--- config.mk ---
export PLATFORM = sky130hd
export DESIGN_NAME = uart_rx_cfg_flat
export DESIGN_NICKNAME = d
export VERILOG_FILES = /design/src/rtl/uart_pkg.sv /design/src/rtl/uart_rx_cfg_if.sv /design/src/rtl/uart_rx_sync.sv /design/src/rtl/uart_rx_cfg.sv /design/src/flat_wrapper.sv
export SDC_FILE = /design/constraint.sdc
export NUM_CORES = 1
export LEC_CHECK = 0
export CAP_MARGIN = 20
export CORE_ASPECT_RATIO = 0.6
export CORE_MARGIN = 2
export CORE_UTILIZATION = 51
export CTS_CLUSTER_SIZE = 25
export DETAILED_ROUTE_END_ITERATION = 12
export MAX_ROUTING_LAYER = met4
export PLACE_DENSITY = 0.85
export REMOVE_ABC_BUFFERS = 1
export SYNTH_ARGS = -nofsm -noshare
export SYNTH_HDL_FRONTEND = slang
export SYNTH_HIERARCHICAL = 1
export SYNTH_SLANG_ARGS = --single-unit
--- constraint.sdc ---
create_clock -name i_Clock -period 1.9 [get_ports i_Clock]
set_input_delay 0.57 -clock i_Clock [delete_from_list [all_inputs] [get_ports i_Clock]]
set_output_delay 0.57 -clock i_Clock [all_outputs]
set_load 0.01 [all_outputs]
--- src/rtl/uart_pkg.sv ---
// Shared UART definitions: parity mode constants and the receiver/transmitter FSM state encoding.
package uart_pkg;

    localparam int PARITY_NONE = 0;
    localparam int PARITY_ODD  = 1;
    localparam int PARITY_EVEN = 2;

    typedef enum logic [2:0] {
        IDLE,
        START,
        DATA,
        PARITY,
        STOP,
        DONE,
        WAIT_HI
    } rx_state_t;

endpackage

--- src/rtl/uart_rx_cfg_if.sv ---
// Serial input plus frame-result bundle of the configurable UART receiver.
interface uart_rx_cfg_if #(
    parameter int DATA_BITS = 8
);
    logic                 i_RX_Serial;
    logic                 o_RX_DV;
    logic [DATA_BITS-1:0] o_RX_Byte;
    logic                 o_Parity_Err;
    logic                 o_Frame_Err;
    logic                 o_Break;
    logic                 o_Busy;

    // Receiver side: consumes the line, produces the frame results.
    modport master (
        input  i_RX_Serial,
        output o_RX_DV, o_RX_Byte, o_Parity_Err, o_Frame_Err, o_Break, o_Busy
    );

    // Line driver / command decoder side.
    modport slave (
        output i_RX_Serial,
        input  o_RX_DV, o_RX_Byte, o_Parity_Err, o_Frame_Err, o_Break, o_Busy
    );
endinterface

--- src/rtl/uart_rx_sync.sv ---
// Two-flop synchronizer for the asynchronous RX line; resets to the idle (high) level.
module uart_rx_sync (
    input  logic i_Clock,
    input  logic i_Rst_L,
    input  logic i_Async,
    output logic o_Sync
);
    logic r_meta;
    logic r_sync;

    // NOTE: reset to 1, not 0 -- a 0 here would look like a start bit right after reset.
    always_ff @(posedge i_Clock or negedge i_Rst_L) begin
        if (!i_Rst_L) begin
            r_meta <= 1'b1;
            r_sync <= 1'b1;
        end else begin
            r_meta <= i_Async;
            r_sync <= r_meta;
        end
    end

    assign o_Sync = r_sync;
endmodule

--- src/rtl/uart_rx_cfg.sv ---
// Configurable UART receiver: 5..9 data bits, none/odd/even parity, 1 or 2 stop bits,
// false-start rejection and parity/framing/break reporting, one o_RX_DV pulse per frame.
module uart_rx_cfg
    import uart_pkg::*;
#(
    parameter int CLKS_PER_BIT = 217,
    parameter int DATA_BITS    = 8,
    parameter int PARITY_MODE  = PARITY_NONE,
    parameter int STOP_BITS    = 1
) (
    input  logic          i_Clock,
    input  logic          i_Rst_L,
    uart_rx_cfg_if.master io_Rx
);
    localparam int CNT_W = $clog2(CLKS_PER_BIT);
    localparam int IDX_W = $clog2(DATA_BITS + 1);

    localparam logic [CNT_W-1:0] CNT_LAST   = CNT_W'(CLKS_PER_BIT - 1);
    localparam logic [CNT_W-1:0] CNT_MID    = CNT_W'((CLKS_PER_BIT - 1) / 2);
    localparam logic [IDX_W-1:0] IDX_LAST   = IDX_W'(DATA_BITS - 1);
    localparam bit               HAS_PARITY = (PARITY_MODE != PARITY_NONE);
    localparam bit               ODD_PARITY = (PARITY_MODE == PARITY_ODD);

    logic                 w_rx;
    logic                 w_last_stop;
    logic                 w_frame_err;
    logic                 w_break;

    rx_state_t            r_state;
    logic [CNT_W-1:0]     r_cnt;
    logic [IDX_W-1:0]     r_idx;
    logic [DATA_BITS-1:0] r_data;
    logic                 r_stop_idx;
    logic                 r_frame_acc;
    logic                 r_par_bit;
    logic                 r_par_err;

    uart_rx_sync u_sync (
        .i_Clock (i_Clock),
        .i_Rst_L (i_Rst_L),
        .i_Async (io_Rx.i_RX_Serial),
        .o_Sync  (w_rx)
    );

    // Frame verdict as it stands on the edge that samples the final stop bit.
    assign w_last_stop = (STOP_BITS == 1) || r_stop_idx;
    assign w_frame_err = r_frame_acc | ~w_rx;
    assign w_break     = w_frame_err && (r_data == '0) && (!HAS_PARITY || !r_par_bit);

    // NOTE: all FSM state and registered outputs use <= so every branch sees pre-edge values.
    always_ff @(posedge i_Clock or negedge i_Rst_L) begin
        if (!i_Rst_L) begin
            r_state            <= IDLE;
            r_cnt              <= '0;
            r_idx              <= '0;
            r_data             <= '0;
            r_stop_idx         <= 1'b0;
            r_frame_acc        <= 1'b0;
            r_par_bit          <= 1'b0;
            r_par_err          <= 1'b0;
            io_Rx.o_RX_DV      <= 1'b0;
            io_Rx.o_RX_Byte    <= '0;
            io_Rx.o_Parity_Err <= 1'b0;
            io_Rx.o_Frame_Err  <= 1'b0;
            io_Rx.o_Break      <= 1'b0;
        end else begin
            io_Rx.o_RX_DV <= 1'b0;
            case (r_state)
                IDLE: begin
                    if (!w_rx) begin
                        r_state <= START;
                        r_cnt   <= '0;
                    end
                end

                START: begin
                    if (r_cnt == CNT_MID) begin
                        r_cnt <= '0;
                        r_idx <= '0;
                        if (!w_rx) begin
                            r_state     <= DATA;
                            r_stop_idx  <= 1'b0;
                            r_frame_acc <= 1'b0;
                            r_par_bit   <= 1'b0;
                            r_par_err   <= 1'b0;
                        end else begin
                            r_state <= IDLE;
                        end
                    end else begin
                        r_cnt <= r_cnt + 1'b1;
                    end
                end

                DATA: begin
                    if (r_cnt == CNT_LAST) begin
                        r_cnt  <= '0;
                        // LSB first: after DATA_BITS shifts the first bit lands in bit 0.
                        r_data <= {w_rx, r_data[DATA_BITS-1:1]};
                        if (r_idx == IDX_LAST) begin
                            r_idx   <= '0;
                            r_state <= HAS_PARITY ? PARITY : STOP;
                        end else begin
                            r_idx <= r_idx + 1'b1;
                        end
                    end else begin
                        r_cnt <= r_cnt + 1'b1;
                    end
                end

                PARITY: begin
                    if (r_cnt == CNT_LAST) begin
                        r_cnt     <= '0;
                        r_par_bit <= w_rx;
                        r_par_err <= (^r_data) ^ w_rx ^ ODD_PARITY;
                        r_state   <= STOP;
                    end else begin
                        r_cnt <= r_cnt + 1'b1;
                    end
                end

                STOP: begin
                    if (r_cnt == CNT_LAST) begin
                        r_cnt <= '0;
                        if (w_last_stop) begin
                            r_state            <= DONE;
                            io_Rx.o_RX_DV      <= 1'b1;
                            io_Rx.o_RX_Byte    <= r_data;
                            io_Rx.o_Parity_Err <= r_par_err;
                            io_Rx.o_Frame_Err  <= w_frame_err;
                            io_Rx.o_Break      <= w_break;
                        end else begin
                            r_stop_idx  <= 1'b1;
                            r_frame_acc <= w_frame_err;
                        end
                    end else begin
                        r_cnt <= r_cnt + 1'b1;
                    end
                end

                DONE: begin
                    // A line still low here is a break or stuck line, not a new start bit.
                    r_state <= w_rx ? IDLE : WAIT_HI;
                end

                WAIT_HI: begin
                    if (w_rx) begin
                        r_state <= IDLE;
                    end
                end

                default: r_state <= IDLE;
            endcase
        end
    end

    assign io_Rx.o_Busy = (r_state != IDLE);
endmodule
--- src/flat_wrapper.sv ---
// flat-port wrapper written by rule: the top's interface ports become plain ports
module uart_rx_cfg_flat import uart_pkg::*;
#(
    parameter int CLKS_PER_BIT = 217,
    parameter int DATA_BITS    = 8,
    parameter int PARITY_MODE  = PARITY_NONE,
    parameter int STOP_BITS    = 1
)
  (i_Clock, i_Rst_L, io_Rx_i_RX_Serial, io_Rx_o_RX_DV, io_Rx_o_RX_Byte, io_Rx_o_Parity_Err, io_Rx_o_Frame_Err, io_Rx_o_Break, io_Rx_o_Busy);
  uart_rx_cfg_if #(.DATA_BITS(DATA_BITS)) io_Rx_i ();
  input  logic i_Clock;
  input  logic i_Rst_L;
  input wire logic [$bits(io_Rx_i.i_RX_Serial)-1:0] io_Rx_i_RX_Serial;
  output wire logic [$bits(io_Rx_i.o_RX_DV)-1:0] io_Rx_o_RX_DV;
  output wire logic [$bits(io_Rx_i.o_RX_Byte)-1:0] io_Rx_o_RX_Byte;
  output wire logic [$bits(io_Rx_i.o_Parity_Err)-1:0] io_Rx_o_Parity_Err;
  output wire logic [$bits(io_Rx_i.o_Frame_Err)-1:0] io_Rx_o_Frame_Err;
  output wire logic [$bits(io_Rx_i.o_Break)-1:0] io_Rx_o_Break;
  output wire logic [$bits(io_Rx_i.o_Busy)-1:0] io_Rx_o_Busy;
  assign io_Rx_i.i_RX_Serial = io_Rx_i_RX_Serial;
  assign io_Rx_o_RX_DV = io_Rx_i.o_RX_DV;
  assign io_Rx_o_RX_Byte = io_Rx_i.o_RX_Byte;
  assign io_Rx_o_Parity_Err = io_Rx_i.o_Parity_Err;
  assign io_Rx_o_Frame_Err = io_Rx_i.o_Frame_Err;
  assign io_Rx_o_Break = io_Rx_i.o_Break;
  assign io_Rx_o_Busy = io_Rx_i.o_Busy;
  uart_rx_cfg #(.CLKS_PER_BIT(CLKS_PER_BIT), .DATA_BITS(DATA_BITS), .PARITY_MODE(PARITY_MODE), .STOP_BITS(STOP_BITS)) u_core (.i_Clock(i_Clock), .i_Rst_L(i_Rst_L), .io_Rx(io_Rx_i));
endmodule
Yosys cells after proc, flatten, opt, wreduce, memory -nomap -nowiden

Index checks and enable logic that the tools add are counted.

$add $sub $neg: 2
Eq/ne operators: 17
Multiplexer cells: 24
Bitwise gates (word level): 2
Reduce and logical (&&, ||, !) cells: 15

Operators by type and width:

| cell                                                   | number |
|---|---|
| two-way mux 3 bit                                      | 8 |
| two-way mux 8 bit                                      | 3 |
| one-hot mux 8 bit (3 select lines)                     | 1 |
| one-hot mux 3 bit (7 select lines)                     | 1 |
| two-way mux 4 bit                                      | 3 |
| inequality test 2 x 1 -> 1 bit (second input constant) | 5 |
| equality test 3 bit (second input constant)            | 3 |
| adder 8 x 1 -> 8 bit (second input constant)           | 1 |
| equality test 8 x 7 -> 1 bit (second input constant)   | 1 |
| equality test 8 bit (second input constant)            | 1 |
| zero test 8 bit                                        | 1 |
| one-hot mux 4 bit (2 select lines)                     | 1 |
| XOR reduction 8 bit                                    | 1 |
| AND reduction 7 bit                                    | 1 |
| equality test 3 x 2 -> 1 bit (second input constant)   | 2 |
| inequality test 2 bit (second input constant)          | 3 |
| AND reduction 2 bit                                    | 3 |
| nonzero test 3 bit                                     | 2 |
| two-way mux 1 bit                                      | 5 |
| adder 4 x 1 -> 4 bit (second input constant)           | 1 |
| equality test 4 x 3 -> 1 bit (second input constant)   | 1 |
| AND reduction 4 bit                                    | 1 |
| nonzero test 2 bit                                     | 2 |
| equality test 3 x 1 -> 1 bit (second input constant)   | 1 |
| 8 further kinds                                        | 8 |

Flip-flop bits (word level): 38
Bits of input ports: 3
Output and inout port bits: 13
Word-level logic and storage cells: 72

Logic depth before layout (Yosys ltp)

Word-level depth: 4
Gate-level depth with buffers: 8
Gate-level depth less buffers: 8

Hierarchy

Netlist, hierarchy kept.

Modules (own cells, without submodules):

| module       | instances | cells an instance | area each (µm²) | sequential area each (µm²) |
|---|---|---|---|---|
| uart_rx_cfg  | 1         | 189               | 1,796.7         | 900.9 |
| uart_rx_sync | 1         | 2                 | 52.6            | 52.6 |

Worst setup path before layout

Ideal clock, no wire load.

Path kind: reg2reg
Start: register u_core.r_cnt[0]
End: register u_core.r_idx[2]
Setup time: 0.065 ns
Arrival time: 1.792 ns
Data required time: 1.835 ns
Setup slack: 0.042 ns
Stages on the path, launching flop included: 8
Buffers on the path: 0
Clock period less this slack: 1.858 ns
Path through: dfrtp_1 inv_1 ha_1 nand4_1 nor4_4 a21oi_2 or4b_1 nand2_1

Longest elaborated chain between the ends: 3
Elaborated cells between the ends (all ways): 5
Those cells by class: eq/ne: 4; reduce/logical: 1

RTL lines:

| item                                                                       | RTL line                             | RTL |
|---|---|---|
| start: declaration                                                         | uart_rx_cfg.sv:30                    | `logic [CNT_W-1:0] r_cnt;` |
| start signal: assignment                                                   | uart_rx_cfg.sv:90                    | `r_cnt <= r_cnt + 1'b1;` |
| start signal: assignment                                                   | uart_rx_cfg.sv:106                   | `r_cnt <= r_cnt + 1'b1;` |
| start signal: assignment                                                   | uart_rx_cfg.sv:117                   | `r_cnt <= r_cnt + 1'b1;` |
| equality test 8 bit / equality test 8 x 7 -> 1 bit (equally long branches) | uart_rx_cfg.sv:95, uart_rx_cfg.sv:77 |  |
| inequality test 2 x 1 -> 1 bit (no source line)                            | --                                   |  |
| AND reduction 3 bit (no source line) *                                     | --                                   |  |
| end signal: assignment                                                     | uart_rx_cfg.sv:103                   | `r_idx <= r_idx + 1'b1;` |
| end: declaration                                                           | uart_rx_cfg.sv:31                    | `logic [IDX_W-1:0] r_idx;` |

Mark *: on every way between the ends. The rest lies on a longest branch, timed or not.
A chain may end at the register's enable or synchronous reset.

Final worst setup path

Start: register u_core.r_state[2]
End: register u_core.r_cnt[6]

Longest elaborated chain between the ends: 4
Elaborated cells between the ends (all ways): 10
Those cells by class: eq/ne: 5; mux: 1; reduce/logical: 4

RTL lines:

| item                                                                       | RTL line           | RTL |
|---|---|---|
| start: declaration                                                         | uart_rx_cfg.sv:29  | `rx_state_t r_state;` |
| start signal: assignment                                                   | uart_rx_cfg.sv:101 | `r_state <= HAS_PARITY ? PARITY : STOP;` |
| start signal: assignment                                                   | uart_rx_cfg.sv:142 | `r_state <= w_rx ? IDLE : WAIT_HI;` |
| equality test 3 x 2 -> 1 bit / equality test 3 bit (equally long branches) | uart_rx_cfg.sv:68  | `case (r_state)` |
| OR reduction 3 bit (no source line)                                        | --                 |  |
| nonzero test 3 bit (no source line)                                        | --                 |  |
| AND reduction 2 bit (no source line)                                       | --                 |  |

Parallel ways exist; a longest one is shown, timed or not.

==> impl_metrics.toml <==
[critical_path]
reg2regPathDepth = 5
crit_fanout = 8
regToRegEndpoint = "u_core/r_cnt[6]"
cp-startpoint = "u_core/r_state[2]"
r2r_start = "u_core/r_state[2]"
crit_arrival_ns = 2.07
crit_path_end_kind = "flip-flop"
critPathKind = "flip-flop to flip-flop"
cp_data_required_time_ns = 2.11
crit_end = "u_core/r_cnt[6]"
ff2ff_setup_slack_ns = 0.04
critPathLaunchType = "flip-flop"

[placement]
place_hpwl_mm = 2.74
io_buffers = 15
gp_congestion = 0.862

[sta]
setup_tns_ns = 0
grt_setup_unrepaired = "true"
finalCritPeriodShare_pct = 97.8
hold_viol_final = 0
skew_ns = 0.00961
tightest_slew_ns = 0.495
period_needed_ns = 1.86
max_freq_mhz = 538
slew-limit-headroom_pct = 66.0
setup_viol = 0
slew_viol_final = 0

[routing]
dr_total_vias = 1526
drt_iter0_drc = 130
avgRoutedWirePerCell_um = 14.7
dr.pass1.iters = 4
drc_errors = 0
routed_wl_mm = 4.01
final_antenna_net_count = 0
avgViaCountPerCell = 5.61

[synthesis]
synth_top_area_share_pct = 48.7
synthFlopType = "dfrtp_1"
syn-cell-area_mm2 = 0.00185
synthTopCellsByArea = "dfrtp_1 49%, o21ai_0 7.6%, nand2_1 6.3%"
synth.ff_latch_count = 38
ys_types = 36
syn_avg_cell_area_um2 = 9.68
ys_seq_area_share_pct = 51.6
synthArstFlopShare_pct = 100
yosys_warnings = 6
netlist_instances = 191
synth-edff-count = 0
synth_top_area_cell = "dfrtp_1"

[power]
power.total_mw = 1.41
ir_worst_vdd_uv = 624
p_leak_nw = 1.02
power_density_mw_per_mm2 = 611

[layout]
fillers = 262
diodes = 0
multi_input_area_um2 = 852
utilization_pct = 68.5
area_delta_synth_final_pct = 24.6
seq_area_um2 = 953
drive_gt1_share_pct = 18.1
nNetsFinal = 236

[clocking]
htree_levels = 2
worstSkewPairLatency_ns = 0.29
numCtsBuffers = 5
cts.sinks = 38
cts_tree = "built"
cts_root_buf = "clkbuf_8"
path_clk_slew_ns = 0.08
hold_buffers = 0
clock_path_buffers = 2

[global_routing]
track_usage_pct = 21.9
gr-total-overflow = 0
grt_pass1_wl_mm = 6.49
antenna_found_initial = 0
grt_start_max_net_pins = 39
grt_pass1_vias = 1410

[die]
die_width_um = 81.7
initial_core_util_pct = 55.0
core_area_mm2 = 0.00336
rows = 16
die_height_um = 50.6
ioPinCount = 16
die_area_mm2 = 0.00414

[flow_run]
max-cap-violations = 0

[min_path]
hold_class = "input port to asynchronous set/reset pin"

[status]
outcome = "completed"
## placed cells by master, fill, tap and decap left out, types with 5 or more instances in the layout
cell	n
nand3_1	6
buf_4	17
o21ai_0	27
inv_1	14
nand2_1	31
clkdlybuf4s50_1	13
ha_1	6
a21oi_1	5
clkbuf_8	6
nor2_1	6
dfrtp_1	36
## logic make-up (layout without fill, tap and decap cells)
logic type,count (synthesis),in the layout,share of synthesized area (%)
multiplexers,5,5,2.77
XOR/XNOR,4,4,1.89
AND/OR/NAND/NOR,67,67,19.6
flip-flops,38,38,51.6
buffers and inverters,22,57,4.53
adder cells (fa/ha/maj),7,7,4.74
AO/OA/AOI/OAI,48,49,14.9
## synthesized netlist by cell type (2+ instances only)
master    instances
xnor2_1           3
nor3b_1           4
nand2_1          31
mux2i_1           4
nand4b_1          2
dfrtp_1          36
nor2_1            6
nand4_1           2
nor2b_1           3
o21ai_0          28
inv_1            15
dfstp_2           2
or3_1             3
a21o_1            3
ha_1              7
o21ai_1           3
nand2b_1          2
clkbuf_1          6
a31oi_1           3
a21oi_1           5
o31ai_1           2
nand3_1           6
nor3_2            2
## layer usage
| layer | wire length, um | share of wire, % | up-vias | global-route usage [%] |
|---|---|---|---|---|
| li1 | - | - | 729 | - |
| met5 | 0 | 0 | - | - |
| met3 | 232 | 5.8 | 2 | 5.58 |
| met2 | 1790 | 45 | 49 | 30.4 |
| met4 | 24 | 0.60 | 0 | 8.06 |
| met1 | 1960 | 49 | 746 | 30.9 |
## cell type report
class                   count  share of cell area, %
clock buffers               7                   3.75
clock inverters             1                  0.217
inverters                  15                   2.44
multi-input cells         132                   37.0
flip-flops and latches     38                   41.4
well taps                  45                   2.44
repair buffers             34                   12.8
## flip-flops by register name, summed over array words and instances, names as in the netlist
name	flops
u_core/io_Rx.o_RX_Byte	8
u_core/r_cnt	8
u_core/r_data	8
u_core/r_idx	4
u_core/r_state	3
u_core/io_Rx.o_Break	1
u_core/io_Rx.o_Frame_Err	1
u_core/io_Rx.o_Parity_Err	1
u_core/io_Rx.o_RX_DV	1
u_core/r_par_err	1
u_core/u_sync/o_Sync	1
u_core/u_sync/r_meta	1
## worst min-delay path by stage
stage / start / to / slack [ns] / cells past startpoint
6_report: i_Rst_L / u_core/r_idx[0] / 0.32 / 2
5_1_grt: i_Rst_L / u_core/r_cnt[7] / 0.36 / 2
4_1_cts: i_Rst_L / u_core/io_Rx.o_RX_Byte[5] / 0.33 / 2
3_5_place_dp: u_core/u_sync/r_meta / u_core/u_sync/o_Sync / 0.35 / 0
3_3_place_gp: u_core/u_sync/r_meta / u_core/u_sync/o_Sync / 0.35 / 0
2_1_floorplan: i_Rst_L / u_core/io_Rx.o_Break / 0.27 / 0
## metrics by stage
stage	hold WS, ns	area, um^2	instances	setup slack [ns]
2_1_floorplan	0.274	1820	184	-0.177
3_5_place_dp	0.350	2130	258	0.0970
3_3_place_gp	0.346	2130	258	0.109
5_1_grt	0.358	2300	272	-0.0270
4_1_cts	0.328	2230	268	0.0285
6_report	0.321	2300	272	0.0417
## worst max-delay path, cell delays in order, from the launching register on
cell	delay, ns
dfrtp_1	0.39
buf_6	0.12
or3b_1	0.49
o22a_2	0.34
or3_1	0.36
o21ai_1	0.09
## timing repair
action                                  4_1_cts  5_1_grt
resized for setup                             1       10
endpoints found under the hold margin         0        0
cloned                                        0        1
buffers inserted                              2        3
endpoints found under the setup margin        1       18
pin swaps                                     0        4
## where the power goes
part	leakage [nW]	switching [mW]	internal [mW]
registers	0.509	0.00352	0.812
logic	0.467	0.0191	0.00743
clock network	0.0482	0.272	0.293
Note: power is estimated with default switching activity, not from simulation.
